<file path="src/rtl/sha_256_padder.sv">
`default_nettype none
// ============================================================================
// Module      : sha_256_padder
// Description : Byte-serial SHA-256 message padder. Collects message bytes
//               into 512-bit blocks, appends the 0x80 marker, zero fill and
//               the 64-bit big-endian bit length, and hands each finished
//               block to the compression stage with a valid/ready handshake.
// Ports       : clk, rst_n            clock, async active-low reset
//               i_byte/i_valid/i_last message byte stream (in)
//               o_ready                 byte accepted this cycle
//               o_block/o_valid/o_last  padded block stream (out)
//               i_ready                 downstream takes o_block
//               Byte 0 of a block sits at o_block[511:504].
// Revision    : 1.0  initial release
// ============================================================================
module sha_256_padder (
    input  logic         clk,
    input  logic         rst_n,
    input  logic [7:0]   i_byte,
    input  logic         i_valid,
    input  logic         i_last,
    output logic         o_ready,
    output logic [511:0] o_block,
    output logic         o_valid,
    output logic         o_last,
    input  logic         i_ready
);

    typedef enum logic [1:0] {
        FILL  = 2'd0,
        PAD   = 2'd1,
        EXTRA = 2'd2,
        EMIT  = 2'd3
    } state_t;

    state_t         state_q, state_d;
    logic [5:0]     cnt_q, cnt_d;
    logic [5:0]     pos_q, pos_d;
    logic [60:0]    msg_len_q, msg_len_d;
    logic [511:0]   block_q, block_d;
    logic           last_q, last_d;
    logic           pad_pending_q, pad_pending_d;
    logic           extra_pending_q, extra_pending_d;
    // Held low through reset and set on the first clock after release so
    // that no byte is taken while rst_n is low.
    logic           rdy_en_q, rdy_en_d;

    logic           take_in;
    logic [63:0]    len_bits;
    logic [8:0]     wr_lsb;

    assign o_ready  = (state_q == FILL) && rdy_en_q;
    assign o_valid  = (state_q == EMIT);
    assign o_last   = last_q;
    assign o_block  = block_q;

    assign take_in  = i_valid && o_ready;
    // Bit length wraps modulo 2^64 by construction.
    assign len_bits = {msg_len_q, 3'b000};
    // LSB of byte cnt: byte 0 lives at the top, so offset is (63-cnt)*8.
    assign wr_lsb   = {~cnt_q, 3'b000};

    always_comb begin
        state_d         = state_q;
        cnt_d           = cnt_q;
        pos_d           = pos_q;
        msg_len_d       = msg_len_q;
        block_d         = block_q;
        last_d          = last_q;
        pad_pending_d   = pad_pending_q;
        extra_pending_d = extra_pending_q;
        rdy_en_d        = 1'b1;

        case (state_q)
            FILL: begin
                if (take_in) begin
                    block_d[wr_lsb +: 8] = i_byte;
                    cnt_d     = cnt_q + 6'd1;
                    msg_len_d = msg_len_q + 61'd1;
                    if (i_last) begin
                        if (cnt_q == 6'd63) begin
                            // Block is full of data; padding goes in a fresh block.
                            state_d       = EMIT;
                            last_d        = 1'b0;
                            pad_pending_d = 1'b1;
                        end else begin
                            state_d = PAD;
                            pos_d   = cnt_q + 6'd1;
                        end
                    end else if (cnt_q == 6'd63) begin
                        state_d = EMIT;
                        last_d  = 1'b0;
                    end
                end
            end

            PAD: begin
                for (int i = 0; i < 64; i++) begin
                    if (6'(i) == pos_q) begin
                        block_d[(63 - i) * 8 +: 8] = 8'h80;
                    end else if (6'(i) > pos_q) begin
                        block_d[(63 - i) * 8 +: 8] = 8'h00;
                    end
                end
                state_d = EMIT;
                if (pos_q <= 6'd55) begin
                    block_d[63:0] = len_bits;
                    last_d        = 1'b1;
                end else begin
                    // No room for the length field; it needs an extra block.
                    last_d          = 1'b0;
                    extra_pending_d = 1'b1;
                end
            end

            EXTRA: begin
                block_d = {448'd0, len_bits};
                state_d = EMIT;
                last_d  = 1'b1;
            end

            EMIT: begin
                if (i_ready) begin
                    if (extra_pending_q) begin
                        state_d         = EXTRA;
                        extra_pending_d = 1'b0;
                    end else if (pad_pending_q) begin
                        state_d       = PAD;
                        pos_d         = 6'd0;
                        pad_pending_d = 1'b0;
                    end else if (last_q) begin
                        state_d   = FILL;
                        cnt_d     = 6'd0;
                        msg_len_d = 61'd0;
                        last_d    = 1'b0;
                    end else begin
                        state_d = FILL;
                        cnt_d   = 6'd0;
                    end
                end
            end

            default: begin
                state_d = FILL;
            end
        endcase
    end

    always_ff @(posedge clk or negedge rst_n) begin
        if (!rst_n) begin
            state_q         <= FILL;
            cnt_q           <= 6'd0;
            pos_q           <= 6'd0;
            msg_len_q       <= 61'd0;
            block_q         <= 512'd0;
            last_q          <= 1'b0;
            pad_pending_q   <= 1'b0;
            extra_pending_q <= 1'b0;
            rdy_en_q        <= 1'b0;
        end else begin
            state_q         <= state_d;
            cnt_q           <= cnt_d;
            pos_q           <= pos_d;
            msg_len_q       <= msg_len_d;
            block_q         <= block_d;
            last_q          <= last_d;
            pad_pending_q   <= pad_pending_d;
            extra_pending_q <= extra_pending_d;
            rdy_en_q        <= rdy_en_d;
        end
    end

endmodule
`default_nettype wire

</file>
<file path="config.mk">
export PLATFORM = sky130hd
export DESIGN_NAME = sha_256_padder
export DESIGN_NICKNAME = d
export VERILOG_FILES = /design/src/rtl/sha_256_padder.sv
export SDC_FILE = /design/constraint.sdc
export NUM_CORES = 1
export LEC_CHECK = 0
export CAP_MARGIN = 30
export CORE_MARGIN = 2
export CORE_UTILIZATION = 57
export CTS_CLUSTER_SIZE = 25
export DETAILED_ROUTE_END_ITERATION = 12
export PLACE_DENSITY = 0.86
export SETUP_SLACK_MARGIN = 0.1
export SLEW_MARGIN = 20
export SYNTH_ARGS = -nofsm -noshare
export SYNTH_HDL_FRONTEND = slang
export SYNTH_SLANG_ARGS = --single-unit
</file>
<file path="constraint.sdc">
create_clock -name clk -period 7 [get_ports clk]
set_clock_uncertainty 0.15 [all_clocks]
set_input_delay 2.1 -clock clk [delete_from_list [all_inputs] [get_ports clk]]
set_output_delay 2.1 -clock clk [all_outputs]
set_load 0.02 [all_outputs]
</file>
# --- Word-level counts from Yosys, hierarchy flattened ---
# Index checks and enable logic that the tools add are counted.
totals:
  out_inout_bits: 515
  romBits: 0
  memories: 0
  mem_bits_rw: 0
  word_cells: 538
  latchBits: 0
  inputBits: 13
  register_bits: 591
op_classes:
  bitwise_logic: 1
  order_cmp: 65
  n_reduce_logical: 79
  n_mux: 174
  n_shift: 2
  div_mod_pow: 0
  addsub: 3
  eq_ne: 142
  multipliers: 0
ops:
  columns: ["op", "n"]
  rows:
  - ["512-bit case mux with 3 select lines", 1]
  - ["8-bit 2-to-1 mux", 128]
  - ["512-bit bitwise mux", 1]
  - ["512-bit 2-to-1 mux", 1]
  - ["8-bit by 11-bit variable shift with 512-bit output (first input constant)", 1]
  - ["8-bit by 11-bit indexed part select with 512-bit output", 1]
  - ["61-bit 2-to-1 mux", 5]
  - ["3-bit AND reduction", 66]
  - ["6-bit equality test (first input constant)", 32]
  - ["6-bit greater-than comparator (first input constant)", 32]
  - ["3-bit != test (second input constant)", 56]
  - ["61-bit case mux with 2 select lines", 1]
  - ["5-bit by 6-bit equality test with 1-bit output (first input constant)", 16]
  - ["5-bit by 6-bit greater-than comparator with 1-bit output (first input constant)", 16]
  - ["64-bit 2-to-1 mux", 1]
  - ["61-bit by 1-bit adder with 61-bit output (second input constant)", 1]
  - ["6-bit 2-to-1 mux", 10]
  - ["4-bit by 6-bit equality test with 1-bit output (first input constant)", 8]
  - ["4-bit by 6-bit greater-than comparator with 1-bit output (first input constant)", 8]
  - ["4-bit != test (second input constant)", 8]
  - ["3-bit by 6-bit equality test with 1-bit output (first input constant)", 4]
  - ["3-bit by 6-bit greater-than comparator with 1-bit output (first input constant)", 4]
  - ["6-bit case mux with 2 select lines", 2]
  - ["1-bit 2-to-1 mux", 14]
  - ["27 further kinds", 49]

# --- Logic depth before layout (Yosys ltp) ---
logic_depth:
  word_depth: 6
  depth_mapped: 12
  depth_no_buf: 8

# --- Worst setup path before layout ---
# OpenSTA, ideal clock, no wires.
synth_path:
  path_kind: "input to register"
  start: "in i_valid"
  end: "reg (tool-made name)"
  path_stages: 8
  setup_ns: 0.125
  required_ns: 6.725
  path_slack_ns: 3.111
  path_buffers: 3
  arrival_time_ns: 3.615
  path_cell_list: "a21bo_1 > buf_2 > nand2_1 > buf_2 > buf_2 > a21oi_1 > o21ai_1 > mux2_2"
synth_rtl:
  columns: ["item", "line", "text"]
  rows:
  - ["start, declared", "20", "input logic i_valid,"]

# --- Worst setup path in the final report ---
layout_path:
  start: "reg cnt_q[0]"
  end: "reg block_q[483], in the netlist o_block[483]"
layout_via:
  elab_chain_len: 6
  elab_cells_between_ends: 7
  cone_classes: "add/sub: 1; shift: 2; mux: 3; bitwise: 1"
layout_lines:
  columns: ["item", "line", "text"]
  rows:
  - ["start, declared", "37", "logic [5:0] cnt_q, cnt_d;"]
  - ["start signal, assigned", "162", "cnt_q <= cnt_d;"]
  - ["6-bit inverter *", "61", "assign wr_lsb = {~cnt_q, 3'b000};"]
  - ["9-bit negator with 11-bit output *", "77", "block_d[wr_lsb +: 8] = i_byte;"]
  - ["8-bit by 11-bit indexed part select with 512-bit output / 8-bit by 11-bit variable shift with 512-bit output (equally long branches)", "77", null]
  - ["512-bit bitwise mux *", "77", null]
  - ["512-bit 2-to-1 mux *", "76", "if (take_in) begin"]
  - ["512-bit case mux with 3 select lines *", "74", "case (state_q)"]
  - ["end signal, assigned", "165", "block_q <= block_d;"]
  - ["end, declared", "40", "logic [511:0] block_q, block_d;"]
# Mark *: on every way between the ends. The rest lies on a longest branch, timed or not. The select of a mux whose other input is x is not followed.
# A chain may end at the register's enable or synchronous reset.

==> impl_metrics.yaml <==
worst_setup_path:
  crit_type: "reg2reg"
  end_kind: "flop"
  arrival_ns: 5.51
  required_ns: 7.42
  cp_max_fo: 25
  startpoint_type: "flop"
clock_network:
  cts_root_buffer: "clkbuf_16"
  clk_latency_ns: 0.65
  clock-sinks: 591
  cts_setup_buffers: 0
  cts_buffer_depth: 3
  path_clk_slew_ns: 0.07
  cts_buffers: 59
  hold_buffers: 0
  cts_tree: "yes"
  cts_max_level: 2
  post_cts_resized: 0
synth:
  synthFlopType: "dfrtp_1"
  async_reset_ff_share_pct: 100
  synth_cells: 2703
  yosysSeqAreaShare_pct: 53.6
  synth_edf_count: 0
  synth.distinct_cells: 97
  synth_seq_cells: 591
  syn_avg_cell_area_um2: 10.2
  synth_warnings: 0
  synth_nets: 2726
  syn_area_um2: 27600
grt:
  grt_pass1_vias: 26900
  antenna_found_initial: 4
  grt_max_degree: 161
  groute.usage.overall_pct: 48.5
  grt-ovfl-total: 0
  grt_pass1_wl_mm: 179
cells_and_area:
  syn_to_final_growth_pct: 28.6
  mostFrequentLayoutCells: "591 x dfrtp_1, 526 x clkdlybuf4s50_1, 363 x nand2_1"
  drive_gt1_share_pct: 8.18
  final_common_cell: "dfrtp_1"
  final_nets: 3199
route:
  initialDrtViolationCount: 4137
  vias: 27700
  met1_length_mm: 44.1
  wirelength_mm: 124
  highest_layer: "met5"
  drt-pass1-iter-count: 7
  avgViaCountPerCell: 7.21
  avgRoutedWirePerCell_um: 32.3
  dr_wl_met3_mm: 16.6
  antenna_left: 0
  met2_length_mm: 54.1
  drc: 0
timing:
  slew_viol_final: 0
  period_share_pct: 72.7
  setup_viol: 0
  worst_pin_slew_ns: 1.11
  fmax_ghz: 0.197
  worst_slack_ns: 1.91
  relSlewSlack_pct: 25.2
  finalHoldViolations: 0
  fin_crit_ns: 5.09
  fin_setup_tns_ns: 0
  rsz0062_at_grt: "no"
floorplanning:
  start_util_pct: 57.8
  num_rows: 80
  die-area_um2: 50200
  die_x_um: 224
  ios: 528
  die_height_um: 224
  core_area_um2: 47700
pwr:
  irDropWorstVdd_mv: 0.344
  switchingPower_uw: 6360
  power_frac_clock_pct: 25.1
  p_per_area_nw_per_um2: 382
  power.internal_uw: 7200
  switching_share_pct: 46.9
  comb_power_share_pct: 45.1
  seq_power_share_pct: 29.8
  leakage_uw: 0.0149
hold_path:
  worst_hold_path_type: "reg2reg"
outcome:
  status: "finished clean"
placement:
  gp_congestion: 1.04
  numPortBuffers: 527
  hpwl_mm: 87.7
  pre_cts_slack_ns: 1.79
flow_run:
  max-cap-violations: 0
cell families (layout without fill, tap and decap cells):
kind of cell / after synthesis / after routing / synth area share, %
simple gates: 926 / 926 / 16.0
compound gates: 851 / 851 / 22.3
flops: 591 / 591 / 53.6
buf+inv: 203 / 726 / 3.15
mux: 66 / 66 / 2.69
xor+xnor: 55 / 55 / 1.80
fa+ha+maj: 10 / 10 / 0.453
other cells: 1 / 3 / 0.0136
power groups by stage:
stage          logic, uW  clock network [uW]  registers [uW]
2_1_floorplan       3130                   0            4250
3_5_place_dp        5760                   0            4080
6_report            6120                3400            4040
4_1_cts             5810                3380            4020
3_3_place_gp        5590                   0            4060
5_1_grt             6240                3530            4050
layout make-up:
class                      count  area, um2
multi-input combinational   1909      12000
clock buffer                  83       1750
timing repair buffer         576       5690
tap                          615        769
inverter                      39        146
sequential                   591      14800
clock inverter                28        328
fill                        3176      12300
antenna                        2       5.00
cell usage after synthesis (all sizes together) (7+ instances only):
| cell | count | area [um2] |
|---|---|---|
| or2 | 10 | 62.6 |
| and2 | 25 | 156 |
| nand4 | 35 | 219 |
| o31ai | 35 | 298 |
| clkbuf | 99 | 372 |
| a211oi | 7 | 62.6 |
| a21oi | 98 | 502 |
| or3 | 25 | 161 |
| and3 | 22 | 138 |
| a32oi | 7 | 61.3 |
| a22oi | 51 | 402 |
| o211ai | 23 | 213 |
| o2bb2ai | 52 | 455 |
| nor2b | 16 | 100 |
| a2bb2oi | 8 | 70.1 |
| a31oi | 7 | 43.8 |
| nand3b | 7 | 68.8 |
| nor2 | 219 | 835 |
| buf | 65 | 350 |
| o22ai | 20 | 125 |
| o22a | 8 | 70.1 |
| a21o | 12 | 90.1 |
| mux2 | 63 | 709 |
| nand2b | 13 | 81.3 |
| inv | 38 | 143 |
| ha | 10 | 125 |
| o21a | 7 | 52.6 |
| and4 | 11 | 96.3 |
| nand3 | 76 | 380 |
| o311ai | 9 | 78.8 |
| xor2 | 21 | 191 |
| o21ai | 246 | 1260 |
| dfrtp | 591 | 14800 |
| nor4 | 22 | 209 |
| nor3 | 59 | 355 |
| a22o | 190 | 1660 |
| a32o | 28 | 280 |
| xnor2 | 34 | 305 |
| nand2 | 367 | 1390 |
worst max-delay path: stages, from the launching register on:
cell,delay [ns]
dfrtp_1,1.02
ha_1,0.85
xor2_2,0.61
nand2b_1,0.62
nor2_1,0.53
nand2_1,0.23
nor2_1,0.72
a22o_1,0.25
metrics by stage:
stage | power, uW | hold slack [ns] | instances | instance area (um2) | utilization [%]
after global routing | 13800 | 0.347 | 3841 | 35500 | 74.3
after CTS | 13200 | 0.332 | 3838 | 35500 | 74.3
after global placement | 9650 | 0.314 | 3724 | 33400 | 69.9
after detailed placement | 9830 | 0.319 | 3727 | 33400 | 69.9
after floorplan | 7370 | 0.347 | 2703 | 27600 | -
final | 13600 | 0.337 | 3843 | 35500 | 74.3
final timing paths:
path	from	endpoint	slack, ns	cells after the start
max in group asynchronous	rst_n	asynchronous set/reset pin	4.06	2
min in group asynchronous	rst_n	o_block[449]$_DFFE_PN0P_	1.29	1
setup / recovery	cnt_q[0]$_DFFE_PN0P_	o_block[483]$_DFFE_PN0P_	1.91	7
setup reg to reg	cnt_q[0]$_DFFE_PN0P_	o_block[483]$_DFFE_PN0P_	1.91	7
hold / removal	o_block[212]$_DFFE_PN0P_	o_block[212]$_DFFE_PN0P_	0.34	1
hold reg to reg	o_block[212]$_DFFE_PN0P_	o_block[212]$_DFFE_PN0P_	0.34	1
per-layer routing:
metal | vias to the layer above | track usage [%]
met2 | 2525 | 72.5
met5 | - | 0
met4 | 8 | 28.9
met3 | 634 | 16.0
li1 | 10900 | -
met1 | 13700 | 61.7
No activity file was read; power rests on OpenSTA's default activity.
